--- src/rtl/mcs4_addr_stack.sv ---
// rtl/mcs4_addr_stack.sv - MCS-4 program counter, circular return stack and nibble-serial address emitter
//
// Parameters:
//   ADDR_W  PC width, multiple of 4 (NIB = ADDR_W/4 nibbles per address phase)
//   DEPTH   return-stack entries
//   WRAP    1: overflow overwrites oldest / underflow reads stale slot; 0: refuse
// Ports:
//   clk, rst             clock, asynchronous active-high reset
//   op_vld, op, target   operation strobe, 00 INCR 01 JUMP 10 CALL 11 RET, jump/call target
//   cyc_start            start of instruction cycle, snapshots pc for serial emission
//   err_clr              clears sticky ovf/unf (a same-cycle set wins)
//   pc                   current program counter
//   addr_nib, addr_vld   serial PC nibbles, LSB nibble first
//   depth_used           live stack entries 0..DEPTH
//   ovf, unf             sticky overflow / underflow flags
module mcs4_addr_stack #(
  parameter int ADDR_W = 12,
  parameter int DEPTH  = 3,
  parameter bit WRAP   = 1'b1
) (
  input  logic                         clk,
  input  logic                         rst,
  input  logic                         op_vld,
  input  logic [1:0]                   op,
  input  logic [ADDR_W-1:0]            target,
  input  logic                         cyc_start,
  input  logic                         err_clr,
  output logic [ADDR_W-1:0]            pc,
  output logic [3:0]                   addr_nib,
  output logic                         addr_vld,
  output logic [$clog2(DEPTH+1)-1:0]   depth_used,
  output logic                         ovf,
  output logic                         unf
);

  localparam int NIB = ADDR_W / 4;
  localparam int PW  = (DEPTH > 1) ? $clog2(DEPTH) : 1;
  localparam int DUW = $clog2(DEPTH + 1);
  localparam int CW  = (NIB > 1) ? $clog2(NIB) : 1;

  localparam logic [1:0] OP_INCR = 2'b00;
  localparam logic [1:0] OP_JUMP = 2'b01;
  localparam logic [1:0] OP_CALL = 2'b10;
  localparam logic [1:0] OP_RET  = 2'b11;

  logic [ADDR_W-1:0] stack [DEPTH];
  logic [PW-1:0]     wr_ptr;
  logic [PW-1:0]     ptr_inc;
  logic [PW-1:0]     ptr_dec;
  logic [ADDR_W-1:0] pc_inc;
  logic              full;
  logic              empty;
  logic [ADDR_W-1:0] snap;
  logic [CW-1:0]     left;

  assign ptr_inc = (wr_ptr == PW'(DEPTH - 1)) ? '0 : wr_ptr + PW'(1);
  assign ptr_dec = (wr_ptr == '0) ? PW'(DEPTH - 1) : wr_ptr - PW'(1);
  assign pc_inc  = pc + ADDR_W'(1);
  assign full    = (depth_used == DUW'(DEPTH));
  assign empty   = (depth_used == '0);

  // Program counter, return stack and sticky flags.
  always_ff @(posedge clk or posedge rst) begin
    if (rst) begin
      pc         <= '0;
      wr_ptr     <= '0;
      depth_used <= '0;
      ovf        <= 1'b0;
      unf        <= 1'b0;
      for (int i = 0; i < DEPTH; i++) begin
        stack[i] <= '0;
      end
    end else begin
      // Clear first so that a flag set by the op below takes priority.
      if (err_clr) begin
        ovf <= 1'b0;
        unf <= 1'b0;
      end
      if (op_vld) begin
        case (op)
          OP_INCR: pc <= pc_inc;
          OP_JUMP: pc <= target;
          OP_CALL: begin
            if (full) ovf <= 1'b1;
            if (!full || WRAP) begin
              stack[wr_ptr] <= pc_inc;
              wr_ptr        <= ptr_inc;
              pc            <= target;
              if (!full) depth_used <= depth_used + DUW'(1);
            end
          end
          OP_RET: begin
            if (empty) unf <= 1'b1;
            if (!empty || WRAP) begin
              pc     <= stack[ptr_dec];
              wr_ptr <= ptr_dec;
              if (!empty) depth_used <= depth_used - DUW'(1);
            end
          end
          default: ;
        endcase
      end
    end
  end

  // Serializer: snap holds the not-yet-emitted upper nibbles, shifted down
  // one nibble per cycle; left counts nibbles still to come after addr_nib.
  always_ff @(posedge clk or posedge rst) begin
    if (rst) begin
      snap     <= '0;
      left     <= '0;
      addr_nib <= 4'h0;
      addr_vld <= 1'b0;
    end else if (cyc_start) begin
      addr_nib <= pc[3:0];
      snap     <= pc >> 4;
      left     <= CW'(NIB - 1);
      addr_vld <= 1'b1;
    end else if (addr_vld) begin
      if (left == '0) begin
        addr_vld <= 1'b0;
        addr_nib <= 4'h0;
      end else begin
        addr_nib <= snap[3:0];
        snap     <= snap >> 4;
        left     <= left - CW'(1);
      end
    end
  end

endmodule

--- config.mk ---
export PLATFORM = sky130hd
export DESIGN_NAME = mcs4_addr_stack
export DESIGN_NICKNAME = d
export VERILOG_FILES = /design/src/rtl/mcs4_addr_stack.sv
export SDC_FILE = /design/constraint.sdc
export NUM_CORES = 1
export LEC_CHECK = 0
export ABC_AREA = 0
export BUFFER_PORTS_ARGS = -buffer_cell sky130_fd_sc_hd__buf_4
export CAP_MARGIN = 10
export CELL_PAD_IN_SITES_DETAIL_PLACEMENT = 0
export CELL_PAD_IN_SITES_GLOBAL_PLACEMENT = 1
export CORE_MARGIN = 4
export CORE_UTILIZATION = 25
export DETAILED_ROUTE_END_ITERATION = 16
export PLACE_DENSITY_LB_ADDON = 0.1
export SLEW_MARGIN = 10
export SYNTH_ARGS = -nofsm -noshare
export SYNTH_HDL_FRONTEND = slang
export SYNTH_SLANG_ARGS = --single-unit
--- constraint.sdc ---
create_clock -name clk -period 2.6 [get_ports clk]
set_input_delay 0.65 -clock clk [delete_from_list [all_inputs] [get_ports clk]]
set_output_delay 0.65 -clock clk [all_outputs]
set_load 0.02 [all_outputs]
* Yosys cells after proc, flatten, opt, wreduce, memory -nomap -nowiden
Index checks and enable logic that the tools add are counted.
** Storage, ports and cells
- Input bits :: 19
- Bits in registers :: 73
- Logic and storage cells :: 76
- Output and inout port bits :: 21
** Cells by class
- Multiplexer cells :: 33
- Order comparisons :: 3
- $add $sub $neg :: 6
- Reduce and logical (&&, ||, !) cells :: 12
- Equality and inequality tests :: 8
- Bitwise logic cells :: 2
** Operators with widths (number)
- $mux 12 :: 6
- $bwmux 36 :: 1
- $pmux 12 s3 :: 1
- $bmux 12 s2 :: 1
- $demux 12 s2 :: 1
- $mux 2 :: 7
- $add 12x1->12 const B :: 1
- $mux 4 :: 3
- $mux 1 :: 11
- $eq 2x2->1 const B :: 4
- $logic_not 2->1 :: 4
- $pmux 2 s2 :: 2
- $ge 3x3->1 const B :: 2
- $ne 2x2->1 const B :: 3
- $not 2->3 :: 2
- $reduce_and 2->1 :: 3
- $sub 2x1->2 const B :: 3
- $add 2x1->2 const B :: 2
- $reduce_and 4->1 :: 1
- $reduce_bool 2->1 :: 2
- $lt 3x1->1 const B :: 1
- $eq 2x1->1 const B :: 1
- $reduce_or 2->1 :: 1
- $logic_and 1x1->1 :: 1

* Depth between registers and ports, before layout
- Depth in word-level cells :: 7
- Depth in mapped cells :: 8
- Depth with buffers taken out :: 6

* Worst setup path before layout
Ideal clock, no wire load.
- Kind :: input to register
- Start :: input port op[0]
- End :: register pc[6]
- Arrival :: 1.721 ns
- Slack :: 0.756 ns
- Setup time :: 0.123 ns
- Path buffers :: 2
- Cell stages on the path :: 7
- Data required time :: 2.477 ns
- Path through :: inv_1 > ha_1 > clkbuf_1 > and2_1 > clkbuf_2 > nand2_1 > o221a_2
** On the way
- Longest elaborated chain between the ends :: 3
- Elaborated cells on any way between the ends :: 6
- Classes of those cells :: eq/ne (3); mux (1); reduce/logical (2)
** RTL lines
- start, declared :: RTL line 24 : input logic [1:0] op,
- $eq 2x2->1 / $eq 2x1->1 (equally long branches) :: RTL line 80 : case (op)
- $reduce_or 2->1 (no source line)
- $pmux 12 s3 * :: RTL line 80
- end signal, assigned :: RTL line 81 : OP_INCR: pc <= pc_inc;
- end signal, assigned :: RTL line 82 : OP_JUMP: pc <= target;
- end signal, assigned :: RTL line 88 : pc <= target;
- end, declared :: RTL line 28 : output logic [ADDR_W-1:0] pc,
Mark *: on every way between the ends. The rest lies on a longest branch, timed or not.
A chain may end at the register's enable or synchronous reset.

* Final worst setup path
- Start :: register wr_ptr[0]
- End :: register pc[2]
** On the way
- Longest elaborated chain between the ends :: 7
- Elaborated cells on any way between the ends :: 8
- Classes of those cells :: add/sub (1); mux (5); bitwise (1); reduce/logical (1)
** RTL lines
- start, declared :: RTL line 47 : logic [PW-1:0] wr_ptr;
- start signal, assigned :: RTL line 87 : wr_ptr <= ptr_inc;
- start signal, assigned :: RTL line 96 : wr_ptr <= ptr_dec;
- $sub 2x1->2 / $logic_not 2->1 (equally long branches) :: RTL line 57 : assign ptr_dec = (wr_ptr == '0) ? PW'(DEPTH - 1) : wr_ptr - PW'(1);
- $mux 2 * :: RTL line 57
- $not 2->3 (implied by the code) * :: RTL line 95 : pc <= stack[ptr_dec];
- $bmux 12 s2 * :: RTL line 95
- $mux 12 (implied by the code) * (2 in series) :: RTL line 95
- $pmux 12 s3 * :: RTL line 80
- end signal, assigned :: RTL line 81
- end signal, assigned :: RTL line 82
- end signal, assigned :: RTL line 95
Mark *: on every way between the ends. The rest lies on a longest branch, timed or not. The select of a mux whose other input is x is not followed.

==> results.md <==
* Total Routing Usage GR at between 10% and 20%
* Clk pin slew, worst setup/hold paths at 0.05 ns
* Leading area contributor after synthesis: dfrtp_1
* Syn nets at just under 400
* Initial Util at around a quarter
* Die Span X at 127 um
* Flops & latches, synth at between 60 and 70
* Core ar. at 0.0139 mm^2
* Grt total ovfl at 0
* Gpl congestion at 0.732
* Post-CTS resize count at 0
* Clock skew at 0.00619 ns
* Worst min-delay path class: in -> async
* CTS sink count at 69
* Routed wire length at 9.57 mm
* Cell area after synthesis at 0.00354 mm^2
* H-tree Lvls at 3
* Diode count at 0
* Filler cell count at 1437
* Hold buffers post-CTS at 0
* # setup viols final at 0
* Arr. time, crit path at 2.19 ns
* Leakage at approximately 1.9 nW
* Minimum clock period at 2.00 ns
* Vias in the first global route at between 2k and 3k
* Reg2Reg Capture Point: pc[2]
* Yosys warns at 0
* Yosys top cell area share at approximately 49%
* CTS Buf Count at 9
* Layout Cells excl Fill at around 570
* Syn-to-layout area delta at 21.8%
* Post-CTS setup buffers at 0
* Worst relative slew slack at 65.6%
* Worst r2r path cells at 6
* Synth area leaders: dfrtp_1, o21ai_0, mux2i_1
* First-pass GRT wire length at 15.3 mm
* Clk_lat worst skew at 0.33 ns
* Fmax at around 500 MHz
* Post-DP Area at 0.00401 mm^2
* Wire per inst at 16.8 um
* Fin. Hold Viols at 0
* FP Rows at 43
* Status: finished, final reports clean
* Initial antenna violation count at 0
* First drt pass iteration count at 4
* Worst path required time at 2.79 ns
* Sequential fraction of the synthesis area at 48.7%
* RSZ-0062 raised after global routing: no
* CP startpoint kind: flip-flop
* Max cap viols at 0
* Post-route ant nets at 0
* Crit share post-route at 77.0%
* Port Buffers at 39
* CTS tree: yes
* Clk buf depth at 2
* Library cells used by synthesis at between 40 and 50
* Final nets at around 420
* Layout cells sized above 1 at 18.4%
* Die Ht at approximately 130 um
* R2r setup slk at 0.60 ns
* R2r startpoint: wr_ptr[0]
* Psw at 1.46 mW
* Sw frac at approximately a third
* Syn_area_per_cell at 9.92 um^2
* Setup_tns at 0 ns
* I/O pin count at 40
* Critical path type: reg -> reg
* Int Power at approximately 2.9 mW
* Largest net degree at the start of global routing at 49
* Crit-path max FO at 7
* Overall power at 4.32 mW
* Clk root buf: clkbuf_16
* Flop pwr share at between 40% and 50%
* Setup ws final at 0.598 ns
* Design Area, Final at ~0.0043 mm^2
* Cells after DPL at 557
* VDD IR-drop max at 0.323 mV
* Drt drc at 0
* Die area at 0.0161 mm^2
* Detailed placement HPWL at 6.96 mm
* Via Count at around 2.6k
* Post-Syn Instances at between 300 and 400
* Logic gate share of total power at around 30%
* Worst-Margin Slew at 0.515 ns
* Clock power share at roughly 29%
* Vias per cell at 4.51
* DP Worst Slack at between 0.3 and 0.4 ns
* Worst setup EP type: flip-flop
* Pins Over Slew Limit at 0
* Power Dens Cells at roughly 1000 mW/mm^2
* Initial DRC count at 127
==> sequential cells by signal, indices dropped and copies added, names as in the netlist <==
register    cells
wr_ptr          2
depth_used      2
pc             12
unf             1
left            2
ovf             1
addr_nib        4
stack          36
addr_vld        1
snap            8
==> power by group through the flow <==
stage / Sequential, mW / Combinational (mW) / Clock [mW]
2_1_floorplan: 1.74 / 0.903 / 0
3_3_place_gp: 1.75 / 1.36 / 0
3_5_place_dp: 1.76 / 1.35 / 0
4_1_cts: 1.74 / 1.36 / 1.28
5_1_grt: 1.79 / 1.51 / 1.32
6_report: 1.74 / 1.33 / 1.25
==> metal layers <==
| layer | routed length (um) | global-route usage, % | vias up | part of all wire (%) |
|---|---|---|---|---|
| li1 | - | - | 1319 | - |
| met1 | 4900 | 17.6 | 1215 | 51 |
| met2 | 4270 | 18.4 | 34 | 45 |
| met3 | 281 | 2.88 | 9 | 2.9 |
| met4 | 108 | 3.47 | 0 | 1.1 |
| met5 | 0 | 0 | - | 0 |
==> synth_stat cells <==
cell type,n
mux2_2,3
nand3_4,1
xor2_1,3
buf_2,8
buf_4,1
nand4_1,3
mux2i_1,23
a21oi_1,10
dfrtp_1,69
nor2_1,7
a31oi_1,1
a22o_1,5
o32ai_1,1
and2_1,1
nor3b_1,4
o21a_1,4
nor3_2,3
inv_1,12
a21boi_1,1
a22oi_1,2
o31ai_1,2
nand2b_1,9
nor4_4,1
a311oi_1,6
nor2b_1,10
clkbuf_1,15
nand2_1,49
o221a_2,1
a221oi_1,10
o21ai_1,3
o21ai_0,53
nor3b_2,1
xnor2_1,8
or2_1,1
ha_1,11
nand3b_1,1
o22ai_1,3
a211oi_1,1
nand3_2,1
clkbuf_2,3
nand3_1,6
==> worst max-delay path: stages, from the launching register on <==
cell	delay (ns)
dfrtp_1	0.40
inv_1	0.16
ha_1	0.45
mux2i_1	0.29
mux2i_1	0.12
a221oi_1	0.36
a311oi_1	0.09
==> worst max path at each step <==
stage | slack, ns | start | to | cells past startpoint
global placement | 0.47 | op[1] | pc[7] | 6
finish | 0.60 | wr_ptr[0] | pc[2] | 6
floorplan | 0.21 | rst | addr_nib[0] | 1
detailed placement | 0.40 | op[1] | pc[7] | 6
global route | 0.36 | wr_ptr[0] | pc[7] | 6
CTS | 0.56 | wr_ptr[0] | pc[7] | 5
==> stage by stage <==
stage	hold WS [ns]	util (%)
floorplan	0.442	-
global placement	0.454	28.9
CTS	0.378	31.1
global route	0.411	31.1
detailed placement	0.464	28.9
finish	0.362	31.1
==> kinds of logic (layout without fill, tap and decap cells) <==
group	count (synthesis)	count (layout)	share of synthesized area, %
buffers and inverters	39	73	4.63
AND/OR/NAND/NOR	98	98	14.7
multiplexers	26	26	7.45
AO/OA/AOI/OAI	103	103	17.9
XOR/XNOR	11	11	2.72
flip-flops	69	69	48.7
adder cells (fa/ha/maj)	11	11	3.89
==> final cells by class <==
class,instances,area (um^2),area share [%]
Multi-Input combinational cell,249,1650,38.3
Timing Repair Buffer,47,365,8.47
Tap cell,180,225,5.22
Clock inverter,1,30.0,0.696
Clock buffer,13,270,6.26
Sequential cell,69,1730,40.0
Inverter,12,45.0,1.04
==> layout by cell type (no fill, tap or decap), drive strengths merged, types with 4 or more instances in the layout <==
cell and n:
a21oi 10, nor2 7, a22o 5, mux2i 23
nand3 8, buf 47, clkbuf 13, a311oi 6
o21a 4, inv 12, a221oi 10, ha 11
nand2 49, xnor2 8, o21ai 56, dfrtp 69
nor2b 10, nor3b 5, nand2b 9
(Power assumes the default switching activity.)
